**src/rtl/mult_share_arb_if.sv**
```systemverilog
// Request/response bundle between requesters and the shared multiplier.
// Requesters and the response consumer sit on the master side.
interface mult_share_arb_if #(
    parameter int NREQ = 4,
    parameter int ID_W = 2
);
    logic [NREQ-1:0]   req_valid;
    logic [5*NREQ-1:0] req_a;
    logic [3*NREQ-1:0] req_b;
    logic [NREQ-1:0]   req_ready;
    logic              rsp_valid;
    logic              rsp_ready;
    logic [ID_W-1:0]   rsp_id;
    logic [7:0]        rsp_prod;

    modport master (
        output req_valid, req_a, req_b, rsp_ready,
        input  req_ready, rsp_valid, rsp_id, rsp_prod
    );

    modport slave (
        input  req_valid, req_a, req_b, rsp_ready,
        output req_ready, rsp_valid, rsp_id, rsp_prod
    );
endinterface

```
**src/rtl/mult_share_arb.sv**
```systemverilog
// Round-robin shared 5x3 signed multiplier front end.
// Two stages: operand register feeding the array, then carry-save sum.
module mult_share_arb #(
    parameter int NREQ = 4,
    parameter int ID_W = 2
) (
    input  logic            clk,
    input  logic            rst,
    mult_share_arb_if.slave bus,
    output logic [4:0]      mult_a,
    output logic [2:0]      mult_b,
    input  logic [7:0]      mult_out1,
    input  logic [7:0]      mult_out2
);
    typedef struct packed {
        logic [4:0]      a;
        logic [2:0]      b;
        logic [ID_W-1:0] id;
        logic            v;
    } s1_t;

    typedef struct packed {
        logic [7:0]      prod;
        logic [ID_W-1:0] id;
        logic            v;
    } s2_t;

    s1_t             s1;
    s2_t             s2;
    logic [ID_W-1:0] last;
    logic [ID_W-1:0] win;
    logic            any;
    logic            adv1;
    logic            adv2;

    assign adv2 = !s2.v || bus.rsp_ready;
    assign adv1 = !s1.v || adv2;

    // Search starts just after the last winner and wraps.
    always_comb begin
        win = '0;
        any = 1'b0;
        for (int k = 1; k <= NREQ; k++) begin
            if (!any && bus.req_valid[(int'(last) + k) % NREQ]) begin
                any = 1'b1;
                win = ID_W'((int'(last) + k) % NREQ);
            end
        end
    end

    assign bus.req_ready = (adv1 && any) ? (NREQ'(1) << win) : '0;

    assign mult_a        = s1.a;
    assign mult_b        = s1.b;
    assign bus.rsp_valid = s2.v;
    assign bus.rsp_id    = s2.id;
    assign bus.rsp_prod  = s2.prod;

    always_ff @(posedge clk or posedge rst) begin
        if (rst) begin
            s1   <= '0;
            s2   <= '0;
            last <= ID_W'(NREQ - 1);
        end else begin
            if (adv2) begin
                s2.prod <= mult_out1 + mult_out2;
                s2.id   <= s1.id;
                s2.v    <= s1.v;
            end
            if (adv1) begin
                s1.v <= any;
                if (any) begin
                    s1.a  <= bus.req_a[5*int'(win) +: 5];
                    s1.b  <= bus.req_b[3*int'(win) +: 3];
                    s1.id <= win;
                    last  <= win;
                end
            end
        end
    end
endmodule
```
**src/flat_wrapper.sv**
```systemverilog
// flat-port wrapper written by rule: the top's interface ports become plain ports
module mult_share_arb_flat 
#(
    parameter int NREQ = 4,
    parameter int ID_W = 2
)
  (clk, rst, mult_a, mult_b, mult_out1, mult_out2, bus_req_valid, bus_req_a, bus_req_b, bus_rsp_ready, bus_req_ready, bus_rsp_valid, bus_rsp_id, bus_rsp_prod);
  mult_share_arb_if #(.NREQ(NREQ), .ID_W(ID_W)) bus_i ();
  input  logic clk;
  input  logic rst;
  output logic [4:0] mult_a;
  output logic [2:0] mult_b;
  input  logic [7:0] mult_out1;
  input  logic [7:0] mult_out2;
  input wire logic [$bits(bus_i.req_valid)-1:0] bus_req_valid;
  input wire logic [$bits(bus_i.req_a)-1:0] bus_req_a;
  input wire logic [$bits(bus_i.req_b)-1:0] bus_req_b;
  input wire logic [$bits(bus_i.rsp_ready)-1:0] bus_rsp_ready;
  output wire logic [$bits(bus_i.req_ready)-1:0] bus_req_ready;
  output wire logic [$bits(bus_i.rsp_valid)-1:0] bus_rsp_valid;
  output wire logic [$bits(bus_i.rsp_id)-1:0] bus_rsp_id;
  output wire logic [$bits(bus_i.rsp_prod)-1:0] bus_rsp_prod;
  assign bus_i.req_valid = bus_req_valid;
  assign bus_i.req_a = bus_req_a;
  assign bus_i.req_b = bus_req_b;
  assign bus_i.rsp_ready = bus_rsp_ready;
  assign bus_req_ready = bus_i.req_ready;
  assign bus_rsp_valid = bus_i.rsp_valid;
  assign bus_rsp_id = bus_i.rsp_id;
  assign bus_rsp_prod = bus_i.rsp_prod;
  mult_share_arb #(.NREQ(NREQ), .ID_W(ID_W)) u_core (.clk(clk), .rst(rst), .bus(bus_i), .mult_a(mult_a), .mult_b(mult_b), .mult_out1(mult_out1), .mult_out2(mult_out2));
endmodule
```
**config.mk**
```make
export PLATFORM = sky130hd
export DESIGN_NAME = mult_share_arb_flat
export DESIGN_NICKNAME = d
export VERILOG_FILES = /design/src/rtl/mult_share_arb_if.sv /design/src/rtl/mult_share_arb.sv /design/src/flat_wrapper.sv
export SDC_FILE = /design/constraint.sdc
export NUM_CORES = 1
export LEC_CHECK = 0
export CORE_ASPECT_RATIO = 1.4
export CORE_MARGIN = 3
export CORE_UTILIZATION = 35
export CTS_BUF_LIST = sky130_fd_sc_hd__clkbuf_4
export DETAILED_ROUTE_END_ITERATION = 8
export GPL_ROUTABILITY_DRIVEN = 0
export PLACE_DENSITY = 0.75
export SKIP_LAST_GASP = 1
export SLEW_MARGIN = 20
export SYNTH_ARGS = -nofsm -noshare
export SYNTH_HDL_FRONTEND = slang
export SYNTH_SLANG_ARGS = --single-unit
```
**constraint.sdc**
```tcl
create_clock -name clk -period 1.8 [get_ports clk]
set_input_delay 0.18 -clock clk [delete_from_list [all_inputs] [get_ports clk]]
set_output_delay 0.18 -clock clk [all_outputs]
set_load 0.01 [all_outputs]
```
== After elaboration in Yosys (flattened, before gate mapping) ==
Cells that the tools add are included.
Storage, ports and cells
  register bits after elaboration: 24
  output and inout port bits: 23
  word-level logic and storage cells: 63
Cells by class
  $add $sub $neg: 5
  multiply operators: 2
  magnitude comparators: 4
  shifts and indexed selects: 3
  muxes and demuxes: 21
  bitwise logic cells: 4
  reduce and logical (&&, ||, !) cells: 16
Operators by type and width (count)
  12-bit by 32-bit variable part select with 3-bit output: 1
  20-bit by 32-bit variable part select with 5-bit output: 1
  3-bit by 4-bit less-than comparator with 1-bit output (second input constant): 4
  1-bit two-way mux: 12
  8-bit adder: 1
  1-bit binary-select mux with 2-bit select: 4
  2-bit two-way mux: 4
  2-bit OR reduction: 4
  1-bit zero test: 5
  3-bit by 2-bit multiplier with 5-bit output (first input constant): 1
  2-bit by 1-bit adder with 2-bit output (second input constant): 2
  2-bit adder (second input constant): 2
  1-bit bitwise AND (first input constant): 4
  1-bit logical AND: 4
  2-bit by 2-bit multiplier with 4-bit output (first input constant): 1
  4-bit two-way mux: 1
  1-bit by 2-bit left shift with 4-bit output (first input constant): 1
  1-bit logical OR: 2
  2-bit AND reduction: 1

== Logic depth before layout (Yosys ltp) ==
Gate-level depths: netlist (run 1).
  word-level depth: 18
  depth in mapped cells: 8
  mapped depth without buffers: 8

== Worst setup path before layout (run 1) ==
No wires, ideal clock.
  kind: flip-flop to output port
  from: reg u_core.last[0]
  to: out bus_req_ready[1]
  data arrival time: 1.505 ns
  setup slack: 0.115 ns
  stages on the path, launching flop included: 6
  buffers on the path: 1
  cells stage by stage: dfstp_2 -> and3b_1 -> o31ai_1 -> nand2_1 -> buf_2 -> nor2_1
On the way
  word-level cells in the longest chain between the ends: 16
  elaborated cells between the ends (all ways): 33
  those cells by class: add/sub (4); shift (1); mux (21); reduce/logical (7)
Ends and longest elaborated chain
  from (decl): line mult_share_arb.sv:30  | logic [ID_W-1:0] last;
  from (signal assigned): line mult_share_arb.sv:63  | last <= ID_W'(NREQ - 1);
  from (signal assigned): line mult_share_arb.sv:76  | last <= win;
  2-bit by 1-bit adder with 2-bit output: line mult_share_arb.sv:44, mult_share_arb.sv:46
  1-bit binary-select mux with 2-bit select: line mult_share_arb.sv:44  | if (!any && bus.req_valid[(int'(last) + k) % NREQ]) begin
  1-bit two-way mux (implied by the code) (2 in series): line mult_share_arb.sv:44
  1-bit two-way mux: line mult_share_arb.sv:44
  1-bit zero test: line mult_share_arb.sv:44
  1-bit logical AND: line mult_share_arb.sv:44
  1-bit two-way mux: line mult_share_arb.sv:44
  1-bit zero test: line mult_share_arb.sv:44
  1-bit logical AND: line mult_share_arb.sv:44
  1-bit two-way mux: line mult_share_arb.sv:44
  1-bit zero test: line mult_share_arb.sv:44
  1-bit logical AND: line mult_share_arb.sv:44
  2-bit two-way mux or 1-bit two-way mux (tied branches): line mult_share_arb.sv:44
  1-bit by 2-bit left shift with 4-bit output or 1-bit logical AND (tied branches): line mult_share_arb.sv:51  | assign bus.req_ready = (adv1 && any) ? (NREQ'(1) << win) : '0;
  4-bit two-way mux *: line mult_share_arb.sv:51
  to (decl): line flat_wrapper.sv:19  | output wire logic [$bits(bus_i.req_ready)-1:0] bus_req_ready;
Mark *: on every way between the ends. The rest lies on a longest branch, timed or not. The select of a mux whose other input is x is not followed.

== Worst setup path in the final report (run 1) ==
  from: reg u_core.last[1]
  to: out bus_req_ready[0]
The elaborated chain is that of the path after synthesis.

==> results of run 1 <==
[metrics by stage]
stage	TNS, ns	area [µm²]	worst slack [ns]
after floorplan	0	1780	0.115
after global placement	-4.28	2630	-0.410
after detailed placement	-4.58	2630	-0.440
after CTS	-0.793	2700	-0.227
after global routing	-1.47	2770	-0.281
final	-0.689	2770	-0.204
[repair_timing]
item	CTS	global route
setup endpoints to repair	12	12
gates resized for setup	18	15
pin swaps	4	5
buffers inserted	3	4
[flip-flops by register name, indices dropped and copies added, names as in the netlist]
name	count
u_core.mult_a	5
u_core.mult_b	3
u_core.bus.rsp_prod	8
u_core.bus.rsp_valid	1
u_core.bus.rsp_id	2
u_core.last	2
u_core.s1	3
[critical path: stages (launching register included)]
cell and delay, ns:
dfstp_2 0.61, buf_6 0.12, nor2b_4 0.04, o31ai_4 0.27
nand2_2 0.11, buf_6 0.14, nor2b_1 0.09, buf_2 0.13
[routing by layer]
layer | wire, µm | global-route usage, % | part of all wire, %
met1 | 1870 | 17.0 | 41
met3 | 330 | 3.49 | 7.1
met4 | 42 | 3.73 | 0.91
met5 | 0 | 0 | 0
met2 | 2380 | 27.2 | 51
[power by group]
| group | total [W] | switching (W) | internal [W] |
|---|---|---|---|
| Clock | 0.000404 | 0.000179 | 0.000225 |
| Combinational | 0.00103 | 0.000440 | 0.000594 |
| Sequential | 0.000724 | 0.0000642 | 0.000660 |
[cell type report]
class                           instances  area share [%]
Multi-Input combinational cell        140            37.6
Sequential cell                        24            21.8
Clock buffer                            3           0.812
Inverter                                8            1.08
Clock inverter                          1            1.08
Timing Repair Buffer                  103            34.8
Tap cell                               64            2.89
[kinds of logic after synthesis]
kind of cell | Yosys count
flip-flops | 24
adder cells (fa/ha/maj) | 8
XOR/XNOR | 2
buffers and inverters | 27
AND/OR/NAND/NOR | 76
AO/OA/AOI/OAI | 36
multiplexers | 18
[cells in the final DEF, fill, tap and decap left out, types with 5 or more instances in the layout]
cell,netlist,layout
buf_4,10,21
o21ai_0,6,5
nor2_1,7,6
nand3_1,18,18
inv_1,8,8
buf_6,3,5
clkdlybuf4s50_1,0,73
a21oi_1,9,9
ha_1,7,7
mux2i_1,10,10
mux2_2,8,8
o211ai_2,8,8
nand2_1,27,26
o21a_1,5,5
dfrtp_1,22,22
[cell usage after synthesis, drive strengths merged (2+ instances only)]
cell     n
nor4     2
nor3b    3
xnor2    2
nor3     2
buf     16
mux2i   10
ha       7
a21oi   10
dfrtp   22
nor2     7
clkbuf   3
o21ai    6
o31ai    2
mux2     8
o211ai   8
o21a     5
dfstp    2
nand3   20
nor2b    5
inv      8
nand2b   3
nand2   27
[worst max-delay path by stage]
| stage | startpoint | end | cells after the start |
|---|---|---|---|
| after detailed placement | bus_req_valid[3] | bus_req_ready[1] | 6 |
| after global placement | bus_req_valid[0] | bus_req_ready[3] | 7 |
| after floorplan | u_core.last[0] | bus_req_ready[1] | 5 |
| final | u_core.last[1] | bus_req_ready[0] | 7 |
| after CTS | u_core.last[0] | bus_req_ready[0] | 6 |
| after global routing | u_core.last[1] | bus_req_ready[0] | 7 |
==> results.sh, run 1 <==
export IMPL_grt_overflow=0
export IMPL_io_pins=78
export IMPL_wl_um=4620
export IMPL_postSynthCellCount=191
export IMPL_slew_violations=0
export IMPL_ctsHoldBuffers=0
export IMPL_dp_cells=333
export IMPL_syn_num_nets=254
export IMPL_cts_htree_levels=1
export IMPL_clock_fmax_mhz=499
export IMPL_core_area_um2=4880
export IMPL_ir_worst_vdd_uv=579
export IMPL_avgViaCountPerCell=4.92
export IMPL_worstMarginPinSlew_ns=0.332
export IMPL_ys_top_cells_by_area="dfrtp_1, nand2_1, mux2i_1, o211ai_2, nand3_1"
export IMPL_io_buffers=77
export IMPL_critPathLaunchType="register"
export IMPL_r2r_start="u_core.last[1]"
export IMPL_holdWs_ns=0.171
export IMPL_hold_path_class="input port to async pin"
export IMPL_routedWlPerCell_um=13.5
export IMPL_antennaDiodeCount=0
export IMPL_setup_violations=5
export IMPL_die_w_um=66.2
export IMPL_relSlewSlack_pct=77.8
export IMPL_crit_path_end_kind="output port"
export IMPL_grt_pass1_vias=1729
export IMPL_stdcell_count=343
export IMPL_cts_tree="built"
export IMPL_numClockSinks=24
export IMPL_report_final_hold_viol_count=0
export IMPL_final_util_pct=56.8
export IMPL_clk_latency_ns=0.33
export IMPL_synth_area_per_cell_um2=9.31
export IMPL_r2r_end="u_core.mult_b[2]"
export IMPL_grt_first_pass_wirelength_um=7290
export IMPL_power_leakage_nw=1.19
export IMPL_maxCapViolations=0
export IMPL_finalPower_w=0.00216
export IMPL_synth_top_area_share_pct=31.0
export IMPL_cts_buffers=3
export IMPL_synthXorXnorAreaFrac_pct=0.985
export IMPL_core_rowCount=30
export IMPL_layout_nets=343
export IMPL_drc=0
export IMPL_rsz0062_at_grt="yes"
export IMPL_seqCellArea_um2=603
export IMPL_period_minus_slack_ns=2.00
export IMPL_antenna_found_initial=0
export IMPL_post_route_period_util_pct=111
export IMPL_cts_buffer_depth=2
export IMPL_crit_arrival_ns=1.82
export IMPL_grt_use_total_pct=14.9
export IMPL_path_max_fanout=5
export IMPL_synth_area_um2=1780
export IMPL_status="finished, violations left"
export IMPL_violations="negative setup slack"
export IMPL_synth_area_mux_share_pct=10.7
export IMPL_drtPass1Iterations=4
export IMPL_dieArea_um2=5980
export IMPL_fin_ws_ns=-0.204
export IMPL_synth_yosys_seq_area_share_pct=33.9
export IMPL_fp_dieH_um=90.3
export IMPL_drive_above_1_share_pct=24.0
export IMPL_vias=1687
export IMPL_synth_ff_type="dfrtp_1"
export IMPL_yosysTopAreaCell="dfrtp_1"
export IMPL_antenna_left=0
export IMPL_syn_to_final_growth_pct=55.9
export IMPL_critPathKind="register to output port"
export IMPL_cp_data_required_time_ns=1.62
export IMPL_initial_core_util_pct=36.4
export IMPL_multi_input_area_um2=1040
export IMPL_async_flop_share_pct=100
export IMPL_power_density_nw_per_um2=780
export IMPL_fin_worst_skew_ns=0.0268
export IMPL_path_clk_slew_ns=0.16
export IMPL_synth_adder_area_share_pct=6.05
export IMPL_synth_edf_count=0
export IMPL_synth_top_family_by_area="simple AND/OR/NAND/NOR gates"
export IMPL_yosys_warnings=0
export IMPL_ys_types=42
export IMPL_grt_max_degree=25
export IMPL_worstRegToRegCells=7
export IMPL_reg2reg_slack_ns=-0.01
export IMPL_synth_compound_area_share_pct=16.3
export IMPL_dp_hpwl_um=3420
export IMPL_first_iter_violations=43
export IMPL_ys_seq_elements=24
export IMPL_synthSimpleGateAreaFrac_pct=22.2
export IMPL_nFillCells=444
export IMPL_clock_root_buffer="clkbuf_4"
Note: power is estimated with default switching activity, not from simulation.
==> run 2: changes to the inputs <==
SLEW_MARGIN = default   (was 20)
==> results of run 2 <==
Same layout as run 1: the final DEF is identical, and so are final timing and power.
==> run 3: changes to the inputs <==
HOLD_SLACK_MARGIN = 0.02   (was default)
clock period = 2.3 ns   (was 1.8 ns; I/O delays follow)
==> results.sh, run 3 (synthesis results as in run 1) <==
export IMPL_power_density_nw_per_um2=575
export IMPL_clk_latency_ns=0.32
export IMPL_endpoint="bus_req_ready[3]"
export IMPL_io_pins=78
export IMPL_antennaDiodeCount=0
export IMPL_grt_overflow=0
export IMPL_fin_worst_skew_ns=0.0135
export IMPL_clock_fmax_mhz=472
export IMPL_layout_nets=330
export IMPL_grt_first_pass_wirelength_um=7160
export IMPL_cts_tree="built"
export IMPL_vias=1654
export IMPL_worstMarginPinSlew_ns=0.560
export IMPL_maxCapViolations=0
export IMPL_final_util_pct=53.6
export IMPL_dieArea_um2=5980
export IMPL_critical_path_top_delay_family="flip-flops"
export IMPL_critPathLaunchType="register"
export IMPL_place_ws_ns=-0.00377
export IMPL_antenna_left=0
export IMPL_crit_path_end_kind="output port"
export IMPL_relSlewSlack_pct=62.6
export IMPL_setup_violations=0
export IMPL_wl_um=4280
export IMPL_fp_dieH_um=90.3
export IMPL_ir_worst_vdd_uv=335
export IMPL_route_met3_wl_um=278
export IMPL_power_leakage_nw=1.11
export IMPL_numClockSinks=24
export IMPL_dpl_cell_area_um2=2570
export IMPL_avgViaCountPerCell=5.01
export IMPL_critPathKind="register to output port"
export IMPL_crit_path_cell_trace="nor2b_1 -> o31ai_4 -> buf_4 -> nor3_1 -> dlygate4sd2_1"
export IMPL_routedWlPerCell_um=13.0
export IMPL_fin_ws_ns=0.183
export IMPL_critPathSlowestCell="dfstp_2"
export IMPL_slew_violations=0
export IMPL_stdcell_area_um2=2620
export IMPL_final_common_cell="clkdlybuf4s50_1"
export IMPL_path_buf_inv=2
export IMPL_path_max_fanout=4
export IMPL_grt_max_degree=22
export IMPL_fin_setup_tns_ns=0
export IMPL_cts_buffer_depth=2
export IMPL_holdWs_ns=0.239
export IMPL_drive_above_1_share_pct=16.9
export IMPL_ctsHoldBuffers=0
export IMPL_drt_met1_wl_um=1760
export IMPL_initial_core_util_pct=36.4
export IMPL_report_final_hold_viol_count=0
export IMPL_final_cell_mix="clkdlybuf4s50_1, nand2_1, dfrtp_1"
export IMPL_dp_hpwl_um=3400
export IMPL_status="completed"
export IMPL_wl_met2_um=2220
export IMPL_io_buffers=77
export IMPL_nFillCells=472
export IMPL_rsz0062_at_grt="no"
export IMPL_crit_path_max_incr_delay_ns=0.58
export IMPL_r2r_end="u_core.mult_a[4]"
export IMPL_path_clk_slew_ns=0.15
export IMPL_crit_arrival_ns=1.89
export IMPL_drc=0
export IMPL_core_area_um2=4880
export IMPL_clock_root_buffer="clkbuf_4"
export IMPL_cts_buffers=3
export IMPL_drtPass1Iterations=4
export IMPL_antenna_found_initial=0
export IMPL_first_iter_violations=67
export IMPL_largest_reg_flops=8
export IMPL_post_route_period_util_pct=92.1
export IMPL_cp_depth=5
export IMPL_grt_use_total_pct=14.7
export IMPL_period_minus_slack_ns=2.12
export IMPL_cts_htree_levels=1
export IMPL_topRoutingLayerUsed="met4"
export IMPL_hold_path_class="input port to async pin"
export IMPL_die_w_um=66.2
export IMPL_cp_data_required_time_ns=2.07
export IMPL_reg2reg_slack_ns=0.44
export IMPL_grt_pass1_vias=1686
export IMPL_r2r_start="u_core.last[1]"
export IMPL_core_rowCount=30
export IMPL_worstSetupStartpoint="u_core.last[0]"
export IMPL_syn_to_final_growth_pct=47.1
export IMPL_worstRegToRegCells=5
[run 3: cell count changes in the layout (fill, tap and decap cells not counted), moves of 3 or more]
cell / change
buf_6: -5
buf_2: -4
dlygate4sd2_1: +3
buf_4: -8
[run 3: layer usage]
layer  GRT usage, %  vias up
met5              0        -
met4           4.07        0
met3           2.49        2
met2           26.8       63
met1           17.1      773
li1               -      816
[run 3: stage by stage]
stage,total power [W],std cells
global route,0.00161,330
CTS,0.00152,330
finish,0.00150,330
global placement,0.00129,324
floorplan,0.00103,191
detailed placement,0.00130,324
[run 3: final cells by class]
cell class              count  area, µm²  share of cell area (%)
multi-input cells         140       1010                    38.7
repair buffers             90        860                    32.9
flip-flops and latches     24        603                    23.1
well taps                  64       80.1                    3.06
clock buffers               4       30.0                    1.15
inverters                   8       30.0                    1.15
[run 3: where the power goes]
part / internal [W] / leakage (nW) / total [W] / switching [W]
logic: 0.000413 / 0.816 / 0.000723 / 0.000310
clock network: 0.0000795 / 0.0184 / 0.000211 / 0.000132
registers: 0.000517 / 0.277 / 0.000570 / 0.0000535
[run 3: what timing repair did]
item                       CTS  global route
buffers inserted             2             0
setup endpoints to repair    4             1
pin swaps                    1             0
resized for setup            5             3
[run 3: worst min path at each step]
stage | from | depth (start not counted) | to | slack [ns]
floorplan | rst | 1 | u_core.bus.rsp_id[0] | 0.24
global placement | u_core.bus.rsp_id[1] | 2 | u_core.bus.rsp_id[1] | 0.45
detailed placement | u_core.bus.rsp_id[0] | 2 | u_core.bus.rsp_id[0] | 0.47
CTS | rst | 2 | u_core.mult_a[0] | 0.27
global route | rst | 2 | u_core.mult_a[0] | 0.29
finish | rst | 2 | u_core.mult_a[0] | 0.24
==> edit 1: new RTL, flow settings as in run 2 <==
Reset style: synchronous (`rst`), changed in one clocked block.
--- a/src/rtl/mult_share_arb.sv
+++ b/src/rtl/mult_share_arb.sv
@@ -57,5 +57,5 @@
     assign bus.rsp_prod  = s2.prod;
 
-    always_ff @(posedge clk or posedge rst) begin
+    always_ff @(posedge clk) begin
         if (rst) begin
             s1   <= '0;
Formal check against the unedited RTL: differs if rst is asserted again (counterexample within 4 cycles, from zero or initial values and one cycle with rst high); with rst held inactive, the same outputs for 4 cycles.
==> edit 1 against run 2 <==
- the flow still finishes with violations (setup timing)
- final cell count is 2.0% lower
- sequential cell count is the same
- wire length down 8.9%
- clock power is 4% lower
- synthesized area decreased by 10%
- final area shrank 5.1%
- count of clock-buffer cells in the layout did not move
- worst setup slack better by 0.19 ns
- total power fell by 19%
- synthesized cell count down 2.6%
- via count fell by 4.0%
- critical path depth fell by 1
- register-to-register slack better by 0.03 ns
- fmax is 11% higher
- critical path type unchanged
- largest cell class unchanged
==> edit 1: results (changes against run 2) <==
Cells and area
  • Repair and plain buffers: 104 (was 103)
  • Fill cells: 388 (was 444)
  • Multi-input gates: 139 (was 140)
  • Clock buf/inv share: 2.00% (was 1.90%)
  • Nets: 340 (was 343)

Detailed routing
  • Routed length per instance: 12.5 µm (was 13.5 µm)
  • Initial drt markers: 11 (was 43)
  • Routed wire length: 4210 µm (was 4620 µm)
  • M1 WL: 1860 µm (was 1870 µm)
  • DRT Pass-1 Iters: 3 (was 4)

STA
  • Final setup margin: -0.0112 ns (was -0.204 ns)
  • Worst Skew: 0.00659 ns (was 0.0268 ns)
  • Final setup vio count: 2 (was 5)
  • Slew headroom: 79.0% (was 77.8%)

Synthesis
  • Cell variety after synth: 43 (was 42)
  • Top_reg_cell synth: dfxtp_1 (was dfrtp_1)
  • Syn Area/Cell: 8.56 µm² (was 9.31 µm²)
  • Register area share after synthesis: 30.2% (was 33.9%)
  • Async SR Flop Fraction: 0% (was 100%)

CTS
  • Clock Latency Late Sink: 0.31 ns (was 0.33 ns)
  • # Post-CTS Setup Buffers: 4 (was 3)
  • CTS clk-pin slew, worst paths: 0.14 ns (was 0.16 ns)
  • Post-CTS sizing: 35 (was 18)

Critical path
  • Critical-path top delay cell: dfxtp_2 (was dfstp_2)
  • Largest stage delay, worst path: 0.37 ns (was 0.61 ns)
  • RR Endpoint: u_core.mult_a[0]$_SDFFE_PP0P_ (was u_core.mult_b[2]$_DFFE_PP0P_)
  • Worst Setup SP: u_core.last[0]$_SDFFE_PP1P_ (was u_core.last[1]$_DFFE_PP1P_)

Global routing
  • Global-route wire length before repair: 7330 µm (was 7290 µm)
  • Met2 usage: 30.0% (was 27.2%)
  • Met1 usage: 19.1% (was 17.0%)
  • Largest net degree at the start of global routing: 19 (was 25)
  • Total track usage: 16.2% (was 14.9%)

Placement
  • Placed cells: 327 (was 333)

Power and ir drop
  • NetSw: 0.485 mW (was 0.684 mW)
  • Max IR drop VDD: 408 µV (was 579 µV)

Min path
  • Worst Hold Class: in -> reg (was in -> async)

Run status
  • Failing checks: setup timing (unchanged)
  • Status: finished with violations (unchanged)
[edit 1: kinds of logic after synthesis]
family	after synthesis	share of synthesized area, %
simple gates	65	20.8
compound gates	39	15.9
mux	25	16.4
flops	24	30.2
buf+inv	23	8.88
fa+ha+maj	8	6.76
xor+xnor	2	1.10
[edit 1: power by group through the flow]
stage,registers [mW],clock network [mW],logic (mW)
6_report,0.632,0.389,0.725
5_1_grt,0.642,0.425,0.791
4_1_cts,0.633,0.399,0.728
3_5_place_dp,0.642,0,0.696
3_3_place_gp,0.640,0,0.688
2_1_floorplan,0.647,0,0.367
[edit 1: through the flow]
| step | total power, mW | hold WS [ns] | area (µm²) |
|---|---|---|---|
| global placement | 1.33 | 0.438 | 2490 |
| global route | 1.86 | 0.424 | 2630 |
| floorplan | 1.01 | 0.352 | 1590 |
| finish | 1.75 | 0.393 | 2630 |
| CTS | 1.76 | 0.396 | 2620 |
| detailed placement | 1.34 | 0.446 | 2490 |
==> edit 2: new RTL, flow settings as in run 2 <==
Made on the original files. `ID_W` is set to 2 in 3 places; all go to 4.
--- a/src/rtl/mult_share_arb_if.sv
+++ b/src/rtl/mult_share_arb_if.sv
@@ -3,5 +3,5 @@
 interface mult_share_arb_if #(
     parameter int NREQ = 4,
-    parameter int ID_W = 2
+    parameter int ID_W = 4
 );
     logic [NREQ-1:0]   req_valid;
--- a/src/rtl/mult_share_arb.sv
+++ b/src/rtl/mult_share_arb.sv
@@ -3,5 +3,5 @@
 module mult_share_arb #(
     parameter int NREQ = 4,
-    parameter int ID_W = 2
+    parameter int ID_W = 4
 ) (
     input  logic            clk,
--- a/src/flat_wrapper.sv
+++ b/src/flat_wrapper.sv
@@ -3,5 +3,5 @@
 #(
     parameter int NREQ = 4,
-    parameter int ID_W = 2
+    parameter int ID_W = 4
 )
   (clk, rst, mult_a, mult_b, mult_out1, mult_out2, bus_req_valid, bus_req_a, bus_req_b, bus_rsp_ready, bus_req_ready, bus_rsp_valid, bus_rsp_id, bus_rsp_prod);
Ports: changed (resized bus_rsp_id); port bits go from 78 to 80. No check against the original RTL was run, so the function may have changed too.
==> edit 2 against run 2 <==
- the flow still finishes with violations (setup timing)
- largest power group unchanged
- synthesized area grew 1.2%
- wire length increased by 17%
- worst setup slack got worse by 0.086 ns
- non-clock buffer count increased by 8
- clock skew down 0.020 ns
- via count up 6.8%
- clock power decreased by 2%
- total power is 13% higher
- sequential cell count unchanged
- final area increased by 11%
==> edit 2: results (changes against run 2) <==
Cells and area
  • Layout cells sized above 1: 26.2% (was 24.0%)
  • Final non-filler cell total: 358 (was 343)

Synthesis
  • Adder-cell share of the synthesized area: 5.98% (was 6.05%)
  • Synth Area in Compound Gates: 24.5% (was 16.3%)
  • Xor and xnor area share after synthesis: 0.974% (was 0.985%)
  • Synth cell count leaders: 22 x dfrtp_1, 18 x a211oi_1, 18 x nand2_1 (was 27 x nand2_1, 22 x dfrtp_1, 18 x nand3_1)
  • Top cells by area, synth: dfrtp_1 31%, a211oi_1 7.5%, mux2i_1 6.1%, a2111oi_2 5.0%, buf_4 5.0% (was dfrtp_1 31%, nand2_1 5.7%, mux2i_1 5.6%, o211ai_2 5.6%, nand3_1 5.1%)
  • Register area share after synthesis: 33.5% (was 33.9%)
  • Post-synthesis instance total: 199 (was 191)
  • Cell variety after synth: 41 (was 42)

Placement
  • Placed cells: 345 (was 333)
  • Hpwl dp: 3710 µm (was 3420 µm)

Run status
  • Failing checks: setup timing (unchanged)
  • Status: finished with violations (unchanged)

Detailed routing
  • Met3 wire length: 309 µm (was 330 µm)
  • Met2 WL: 2910 µm (was 2380 µm)
  • M1 WL: 2140 µm (was 1870 µm)
  • Initial drt markers: 62 (was 43)
  • Routed wire length: 5420 µm (was 4620 µm)

Critical path
  • Largest stage delay, worst path: 0.58 ns (was 0.61 ns)
  • Worst Reg-to-Reg Cells: 8 (was 7)
  • RR Endpoint: u_core.mult_a[1]$_DFFE_PP0P_ (was u_core.mult_b[2]$_DFFE_PP0P_)
  • R2r setup slk: -0.20 ns (was -0.01 ns)
  • Max FO, Critical Path: 3 (was 5)

Global routing
  • Met1 usage: 19.4% (was 17.0%)
  • Vias in the first global route: 1715 (was 1729)
  • Global-route wire length before repair: 7560 µm (was 7290 µm)
  • Met2 usage: 27.2% (about the same)
  • Met3 GRT Util: 2.86% (was 3.49%)

Power and ir drop
  • Max IR drop VDD: 415 µV (was 579 µV)
  • Static Leakage: 1.29 nW (was 1.19 nW)

STA
  • Final setup vio count: 13 (was 5)
  • Final setup margin: -0.290 ns (was -0.204 ns)
  • Worst Skew: 0.00652 ns (was 0.0268 ns)

CTS
  • CTS clk-pin slew, worst paths: 0.14 ns (was 0.16 ns)
  • Post-CTS sizing: 30 (was 18)
-- edit 2: power groups by stage --
stage,combinational (mW),clock (mW),sequential (mW)
2_1_floorplan,0.590,0,0.751
3_3_place_gp,1.00,0,0.744
3_5_place_dp,1.01,0,0.749
4_1_cts,1.10,0.404,0.733
5_1_grt,1.40,0.431,0.752
6_report,1.31,0.395,0.739
-- edit 2: area by class of cell --
class                      instances  area share [%]
clock buffer                       3           0.734
clock inverter                     1           0.979
inverter                          18            2.20
multi-input combinational        137            38.7
sequential                        24            19.7
tap                               64            2.61
timing repair buffer             111            35.1
-- edit 2: kinds of logic after synthesis --
| kind of cell | after synthesis |
|---|---|
| AND/OR/NAND/NOR | 61 |
| AO/OA/AOI/OAI | 53 |
| buffers and inverters | 39 |
| flip-flops | 24 |
| multiplexers | 11 |
| adder cells (fa/ha/maj) | 8 |
| XOR/XNOR | 2 |
| other | 1 |
-- edit 2: stage by stage --
step	hold WS [ns]	total power, mW	area (µm²)	setup WS (ns)
detailed placement	0.456	1.76	2700	-0.522
global placement	0.451	1.74	2700	-0.543
global route	0.242	2.59	3070	-0.402
CTS	0.205	2.24	2830	-0.248
finish	0.184	2.45	3070	-0.290
floorplan	0.193	1.34	1820	-0.0658
-- edit 2: worst max-delay path by stage --
| stage | start | endpoint | depth (start not counted) |
|---|---|---|---|
| finish | u_core.last[0]$_DFFE_PP1P_ | bus_req_ready[0] | 6 |
| global placement | bus_req_valid[1] | bus_req_ready[3] | 7 |
| detailed placement | bus_req_valid[1] | bus_req_ready[3] | 7 |
| floorplan | u_core.last[0]$_DFFE_PP1P_ | bus_req_ready[1] | 5 |
| CTS | u_core.last[1]$_DFFE_PP1P_ | bus_req_ready[3] | 7 |
| global route | u_core.last[0]$_DFFE_PP1P_ | bus_req_ready[0] | 6 |
